File: src/rtl/cpm_topk_pkg.sv
// ---------------------------------------------------------------------------
// cpm_topk_pkg
// Shared types and constants for the CPM streaming top-K selector.
//   topk_state_t : selector FSM states (COLLECT while a frame streams in,
//                  DRAIN while ranked results stream out).
//   TOPK_DESC / TOPK_ASC : ordering mode encodings for cfg_desc.
//   topk_entry_t : layout of one stored entry at the default widths.
//   topk_wins()  : picks the relevant strict comparison for the mode.
// ---------------------------------------------------------------------------
package cpm_topk_pkg;

   typedef enum logic {
      COLLECT = 1'b0,
      DRAIN   = 1'b1
   } topk_state_t;

   localparam logic TOPK_DESC = 1'b1;
   localparam logic TOPK_ASC  = 1'b0;

   // Default key / side-info widths; the top level takes these as its
   // parameter defaults so the entry struct matches an unmodified instance.
   localparam int TOPK_DATA_DW = 8;
   localparam int TOPK_INFO_DW = 8;

   typedef struct packed {
      logic                    vld;
      logic [TOPK_DATA_DW-1:0] dat;
      logic [TOPK_INFO_DW-1:0] inf;
   } topk_entry_t;

   // A new key only wins on a strict comparison, so equal keys never
   // displace an earlier arrival.
   function automatic logic topk_wins(input logic desc, input logic gt, input logic lt);
      return desc ? gt : lt;
   endfunction

endpackage

File: src/rtl/cpm_topk_cell.sv
// ---------------------------------------------------------------------------
// cpm_topk_cell
// One slot of the sorted insertion array.
//   clk, rst_n      : clock, asynchronous active-low reset
//   flush           : empty the slot (clear or end of drain)
//   ins             : a beat is being inserted this cycle
//   desc            : ordering mode in force for this beat
//   new_dat/new_inf : incoming key and side info
//   lower_hit       : some lower-index slot already claims the new beat
//   prv_vld/dat/inf : contents of the slot just below (shift source)
//   beats           : this slot would accept the new key
//   vld/dat/inf     : stored entry
// ---------------------------------------------------------------------------
module cpm_topk_cell
   import cpm_topk_pkg::*;
#(
   parameter int DATA_DW = TOPK_DATA_DW,
   parameter int INFO_DW = TOPK_INFO_DW
) (
   input  logic               clk,
   input  logic               rst_n,
   input  logic               flush,
   input  logic               ins,
   input  logic               desc,
   input  logic [DATA_DW-1:0] new_dat,
   input  logic [INFO_DW-1:0] new_inf,
   input  logic               lower_hit,
   input  logic               prv_vld,
   input  logic [DATA_DW-1:0] prv_dat,
   input  logic [INFO_DW-1:0] prv_inf,
   output logic               beats,
   output logic               vld,
   output logic [DATA_DW-1:0] dat,
   output logic [INFO_DW-1:0] inf
);

   logic               vld_reg;
   logic [DATA_DW-1:0] dat_reg;
   logic [INFO_DW-1:0] inf_reg;

   // An empty slot always accepts; valid slots are contiguous from 0,
   // so the first empty one is exactly the append position.
   assign beats = ~vld_reg | topk_wins(desc, new_dat > dat_reg, new_dat < dat_reg);

   always_ff @(posedge clk or negedge rst_n) begin
      if (!rst_n) begin
         vld_reg <= 1'b0;
         dat_reg <= '0;
         inf_reg <= '0;
      end else if (flush) begin
         vld_reg <= 1'b0;
         dat_reg <= '0;
         inf_reg <= '0;
      end else if (ins) begin
         if (lower_hit) begin
            // insert point is below us: move down one rank
            vld_reg <= prv_vld;
            dat_reg <= prv_dat;
            inf_reg <= prv_inf;
         end else if (beats) begin
            vld_reg <= 1'b1;
            dat_reg <= new_dat;
            inf_reg <= new_inf;
         end
      end
   end

   assign vld = vld_reg;
   assign dat = dat_reg;
   assign inf = inf_reg;

endmodule

File: src/rtl/cpm_topk_stream.sv
// ---------------------------------------------------------------------------
// cpm_topk_stream
// Streaming top-K selector: collects a frame of (key, info) beats, keeps the
// K best in a sorted insertion array, then drains them in rank order.
//   clk, rst_n        : clock, asynchronous active-low reset
//   clear             : synchronous abort, empties the array
//   cfg_desc          : 1 keep largest K, 0 keep smallest K (frame-latched)
//   in_vld/in_rdy     : input handshake; in_lst marks the frame's last beat
//   in_dat/in_inf     : sort key and side info
//   out_vld/out_rdy   : result handshake; out_lst marks the final result
//   out_dat/out_inf   : ranked key and info, out_rnk its rank (0 = best)
//   topk_cnt          : entries held, saturating at TOPK_K
// ---------------------------------------------------------------------------
module cpm_topk_stream
   import cpm_topk_pkg::*;
#(
   parameter int DATA_DW = TOPK_DATA_DW,
   parameter int INFO_DW = TOPK_INFO_DW,
   parameter int TOPK_K  = 32,
   parameter int TOPK_AW = $clog2(TOPK_K + 1)
) (
   input  logic               clk,
   input  logic               rst_n,
   input  logic               clear,
   input  logic               cfg_desc,
   input  logic               in_vld,
   output logic               in_rdy,
   input  logic               in_lst,
   input  logic [DATA_DW-1:0] in_dat,
   input  logic [INFO_DW-1:0] in_inf,
   output logic               out_vld,
   input  logic               out_rdy,
   output logic               out_lst,
   output logic [DATA_DW-1:0] out_dat,
   output logic [INFO_DW-1:0] out_inf,
   output logic [TOPK_AW-1:0] out_rnk,
   output logic [TOPK_AW-1:0] topk_cnt
);

   topk_state_t        state_reg, state_next;
   logic               mode_reg;
   logic [TOPK_AW-1:0] cnt_reg;
   logic [TOPK_AW-1:0] rd_ptr_reg;

   logic accept, out_fire, drain_done, flush, mode_eff, last_rnk;

   logic               beats     [TOPK_K];
   logic [TOPK_K-1:0]  lower_hit;
   logic               ent_vld   [TOPK_K];
   logic [DATA_DW-1:0] ent_dat   [TOPK_K];
   logic [INFO_DW-1:0] ent_inf   [TOPK_K];
   logic               prv_vld   [TOPK_K];
   logic [DATA_DW-1:0] prv_dat   [TOPK_K];
   logic [INFO_DW-1:0] prv_inf   [TOPK_K];

   logic [DATA_DW-1:0] sel_dat;
   logic [INFO_DW-1:0] sel_inf;

   // Handshakes are derived from the state register rather than from the
   // ready/valid outputs so there is no path back through the FSM logic.
   assign accept     = in_vld  & (state_reg == COLLECT) & ~clear;
   assign out_fire   = out_rdy & (state_reg == DRAIN)   & ~clear;
   assign last_rnk   = (rd_ptr_reg == cnt_reg - TOPK_AW'(1));
   assign drain_done = out_fire & last_rnk;
   assign flush      = clear | drain_done;

   // The first beat of a frame must already sort in the new mode.
   assign mode_eff = (cnt_reg == '0) ? cfg_desc : mode_reg;

   // ---------------- insertion array ----------------
   genvar gi;
   generate
      for (gi = 0; gi < TOPK_K; gi++) begin : g_cell
         if (gi == 0) begin : g_head
            assign lower_hit[gi] = 1'b0;
            assign prv_vld[gi]   = 1'b0;
            assign prv_dat[gi]   = '0;
            assign prv_inf[gi]   = '0;
         end else begin : g_body
            // priority chain: set once any lower slot has claimed the beat
            assign lower_hit[gi] = lower_hit[gi-1] | beats[gi-1];
            assign prv_vld[gi]   = ent_vld[gi-1];
            assign prv_dat[gi]   = ent_dat[gi-1];
            assign prv_inf[gi]   = ent_inf[gi-1];
         end

         cpm_topk_cell #(
            .DATA_DW (DATA_DW),
            .INFO_DW (INFO_DW)
         ) u_cell (
            .clk       (clk),
            .rst_n     (rst_n),
            .flush     (flush),
            .ins       (accept),
            .desc      (mode_eff),
            .new_dat   (in_dat),
            .new_inf   (in_inf),
            .lower_hit (lower_hit[gi]),
            .prv_vld   (prv_vld[gi]),
            .prv_dat   (prv_dat[gi]),
            .prv_inf   (prv_inf[gi]),
            .beats     (beats[gi]),
            .vld       (ent_vld[gi]),
            .dat       (ent_dat[gi]),
            .inf       (ent_inf[gi])
         );
      end
   endgenerate

   // ---------------- FSM ----------------
   always_ff @(posedge clk or negedge rst_n) begin
      if (!rst_n) begin
         state_reg <= COLLECT;
      end else begin
         state_reg <= state_next;
      end
   end

   always_comb begin
      state_next = state_reg;
      in_rdy     = 1'b0;
      out_vld    = 1'b0;
      case (state_reg)
         COLLECT: begin
            in_rdy = 1'b1;
            if (accept && in_lst) begin
               state_next = DRAIN;
            end
         end
         DRAIN: begin
            out_vld = 1'b1;
            if (drain_done) begin
               state_next = COLLECT;
            end
         end
         default: state_next = COLLECT;
      endcase
      if (clear) begin
         state_next = COLLECT;
      end
   end

   // ---------------- mode, count, read pointer ----------------
   always_ff @(posedge clk or negedge rst_n) begin
      if (!rst_n) begin
         mode_reg   <= TOPK_DESC;
         cnt_reg    <= '0;
         rd_ptr_reg <= '0;
      end else begin
         if (accept && (cnt_reg == '0)) begin
            mode_reg <= cfg_desc;
         end

         if (flush) begin
            cnt_reg <= '0;
         end else if (accept && (cnt_reg != TOPK_AW'(TOPK_K))) begin
            cnt_reg <= cnt_reg + TOPK_AW'(1);
         end

         if (flush) begin
            rd_ptr_reg <= '0;
         end else if (out_fire) begin
            rd_ptr_reg <= rd_ptr_reg + TOPK_AW'(1);
         end
      end
   end

   // ---------------- output mux ----------------
   always_comb begin
      sel_dat = '0;
      sel_inf = '0;
      for (int i = 0; i < TOPK_K; i++) begin
         if (rd_ptr_reg == TOPK_AW'(i)) begin
            sel_dat = ent_dat[i];
            sel_inf = ent_inf[i];
         end
      end
   end

   // Result fields read as zero whenever no result is being offered.
   assign out_lst  = out_vld & last_rnk;
   assign out_dat  = out_vld ? sel_dat : '0;
   assign out_inf  = out_vld ? sel_inf : '0;
   assign out_rnk  = out_vld ? rd_ptr_reg : '0;
   assign topk_cnt = cnt_reg;

endmodule

File: config.mk
export PLATFORM = sky130hd
export DESIGN_NAME = cpm_topk_stream
export DESIGN_NICKNAME = d
export VERILOG_FILES = /design/src/rtl/cpm_topk_pkg.sv /design/src/rtl/cpm_topk_cell.sv /design/src/rtl/cpm_topk_stream.sv
export SDC_FILE = /design/constraint.sdc
export NUM_CORES = 2
export LEC_CHECK = 0
export CAP_MARGIN = 25
export CORE_AREA = 4 4 328 330
export CTS_BUF_LIST = sky130_fd_sc_hd__clkbuf_2 sky130_fd_sc_hd__clkbuf_4 sky130_fd_sc_hd__clkbuf_8
export DETAILED_ROUTE_END_ITERATION = 16
export DIE_AREA = 0 0 332 334
export PLACE_DENSITY_LB_ADDON = 0.25
export SLEW_MARGIN = 0
export SYNTH_ARGS = -nofsm -noshare
export SYNTH_HDL_FRONTEND = slang
export SYNTH_HIERARCHICAL = 1
export SYNTH_SLANG_ARGS = --single-unit
File: constraint.sdc
create_clock -name clk -period 14.4 [get_ports clk]
set_input_delay 1.44 -clock clk [delete_from_list [all_inputs] [get_ports clk]]
set_output_delay 1.44 -clock clk [all_outputs]
set_load 0.01 [all_outputs]
==> impl_metrics.env <==
export IMPL_status="finished clean"
export IMPL_io_pins=54
export IMPL_layout_common_cells="564 x a221oi_1, 557 x dfrtp_1, 555 x inv_1, 518 x nor2b_1, 384 x a211oi_2"
export IMPL_sw_frac_of_total=0.3580
export IMPL_holdPathStages=2
export IMPL_p_leak_nw=18.41
export IMPL_cpLargestDelayFamily="simple AND/OR/NAND/NOR gates"
export IMPL_cts_hold_buf=0
export IMPL_vdd_drop_max_uv=72.14
export IMPL_maxSlewViolCount=0
export IMPL_postLayoutCoreUtil=0.4596
export IMPL_cp_max_fo=38
export IMPL_grt_antenna_before_repair=12
export IMPL_dpl_hpwl_um=121900
export IMPL_grt_util_all_layers=0.3049
export IMPL_worst_path_buf_inv=3
export IMPL_fin_crit_ps=9522
export IMPL_grt_ovfl_total=0
export IMPL_clock_sinks=558
export IMPL_arrival_ps=10120
export IMPL_drt_first_iter_violations=4719
export IMPL_final_common_cell="a221oi_1"
export IMPL_synth_area_mm2=0.04475
export IMPL_hold_class="reg2reg"
export IMPL_cts_reportedPaths_clkPinSlew_ps=60
export IMPL_slew_headroom=0.1980
export IMPL_clock_skew_ps=32.73
export IMPL_p_sw_w=0.001764
export IMPL_rrSetupSlack_ps=5230
export IMPL_reg2reg_depth=21
export IMPL_cp_end_kind="flip-flop"
export IMPL_cts_max_level=3
export IMPL_p_int_w=0.003162
export IMPL_coreArea_mm2=0.1048
export IMPL_min_from="g_cell[31].u_cell/inf[1]"
export IMPL_finalSetupViolCount=0
export IMPL_cp_required_ps=15000
export IMPL_die_w_um=332
export IMPL_postRouteAntennaNets=0
export IMPL_r2r_start="topk_cnt[3]"
export IMPL_clock_latency_ps=780
export IMPL_p_per_area_mw_per_mm2=102.3
export IMPL_whs_endpoint="g_cell[31].u_cell/inf[1]"
export IMPL_fin_tns_setup_ps=0
export IMPL_multiInputGateArea_mm2=0.02675
export IMPL_wl_per_cell_um=28.18
export IMPL_worst_pin_slew_ps=1203
export IMPL_critical_path_class="in2reg"
export IMPL_synth_cells=4876
export IMPL_grt_first_pass_wirelength_um=263200
export IMPL_routed_wl_um=176000
export IMPL_rr_endpoint="g_cell[31].u_cell/inf[0]"
export IMPL_synth_area_per_cell_um2=9.177
export IMPL_rsz0062_at_grt="no"
export IMPL_cpPeakStageDelay_ps=800
export IMPL_area_growth_pct=7.653
export IMPL_die_y_um=334
export IMPL_drt_pass1_iter_count=8
export IMPL_die_area_mm2=0.1109
export IMPL_fin_nets=5056
export IMPL_root_buffer="clkbuf_8"
export IMPL_grt_max_degree=161
export IMPL_dp_cells=6048
export IMPL_drc=0
export IMPL_cts_tree="yes"
export IMPL_finalCritPeriodShare=0.6612
export IMPL_vias=41700
export IMPL_fillers=10140
export IMPL_yosysWarnings=6
export IMPL_instances_no_fill=6244
export IMPL_crit_chain="buf_4 -> buf_4 -> ha_1 -> nand3_1 -> o31ai_1 -> o21bai_1 -> o311ai_1 -> or4_4 -> or4_4 -> nor3_4 -> nand3_2 -> nor3_4 -> nand3_2 -> or3_1 -> buf_16 -> nand3b_1 -> nand2_1 -> or3_1 -> and2_1 -> a211oi_1"
export IMPL_cts_resized=0
export IMPL_p_comb_frac=0.252
export IMPL_cts_buffer_depth=3
export IMPL_slowest_stage="and2_1"
export IMPL_grt_pass1_vias=39430
export IMPL_drive_gt1_frac=0.1637
export IMPL_cp_start_kind="input port"
export IMPL_initial_core_util=0.4269
export IMPL_cts_buffers=107
export IMPL_regArea_mm2=0.01396
export IMPL_post_cts_buffers=0
export IMPL_rows=119
export IMPL_max_freq_mhz=105.0
export IMPL_cp_depth=20
export IMPL_gp_congestion=1.029
export IMPL_post_place_ws_ps=4046
export IMPL_hold_violations=0
export IMPL_vias_per_cell=6.678
export IMPL_finalWorstSetupSlack_ps=4878
export IMPL_max_cap_violations=0
export IMPL_portBuffers=53
export IMPL_p_seq_frac=0.403
export IMPL_pwr_share_clk=0.345
how the worst max path moves through the flow:
stage | start | endpoint
4_1_cts | in_dat[5] | g_cell[31].u_cell/inf[0]
2_1_floorplan | cfg_desc | g_cell[31].u_cell/dat[0]
6_report | in_dat[5] | g_cell[31].u_cell/inf[0]
5_1_grt | in_dat[5] | g_cell[30].u_cell/inf[0]
3_3_place_gp | in_dat[5] | g_cell[31].u_cell/dat[6]
3_5_place_dp | in_dat[5] | g_cell[31].u_cell/inf[2]
worst register-to-register path: cells and delay by family (launching register included):
family                 cells  cell delay [ps]
AO/OA/AOI/OAI              4              760
flip-flops                 1              470
AND/OR/NAND/NOR           14             6760
buffers and inverters      2              490
multiplexers               1              530
through the flow:
| step | instance area, µm² | hold slack, ps | total power, W |
|---|---|---|---|
| 6_report | 48170 | 535.5 | 0.004926 |
| 2_1_floorplan | 44840 | 495.1 | 0.002828 |
| 3_5_place_dp | 45810 | 520.1 | 0.003220 |
| 5_1_grt | 48170 | 558.8 | 0.005141 |
| 4_1_cts | 48040 | 535.6 | 0.004922 |
| 3_3_place_gp | 45740 | 513.8 | 0.003194 |
power groups by stage:
stage / registers [W] / clock network (W) / logic (W)
floorplan: 0.00188 / 0 / 0.000951
global placement: 0.00200 / 0 / 0.00119
detailed placement: 0.00200 / 0 / 0.00122
CTS: 0.00198 / 0.00172 / 0.00122
global route: 0.00200 / 0.00179 / 0.00135
finish: 0.00199 / 0.00170 / 0.00124
metal layers:
| layer | track usage | share of wire | vias up |
|---|---|---|---|
| li1 | - | - | 18240 |
| met1 | 0.4073 | 0.40 | 20590 |
| met2 | 0.4707 | 0.44 | 2309 |
| met3 | 0.07104 | 0.10 | 546 |
| met4 | 0.1380 | 0.054 | 10 |
| met5 | 0 | 0.00036 | - |
final cells by class:
class                      count  share of cell area
tap                         1391             0.03613
multi-input combinational   3390              0.5553
clock buffer                 176             0.04405
antenna                        2           0.0001039
timing repair buffer         156             0.02868
inverter                     558             0.04358
sequential                   558              0.2899
clock inverter                13            0.002260
(Power assumes the default switching activity.)
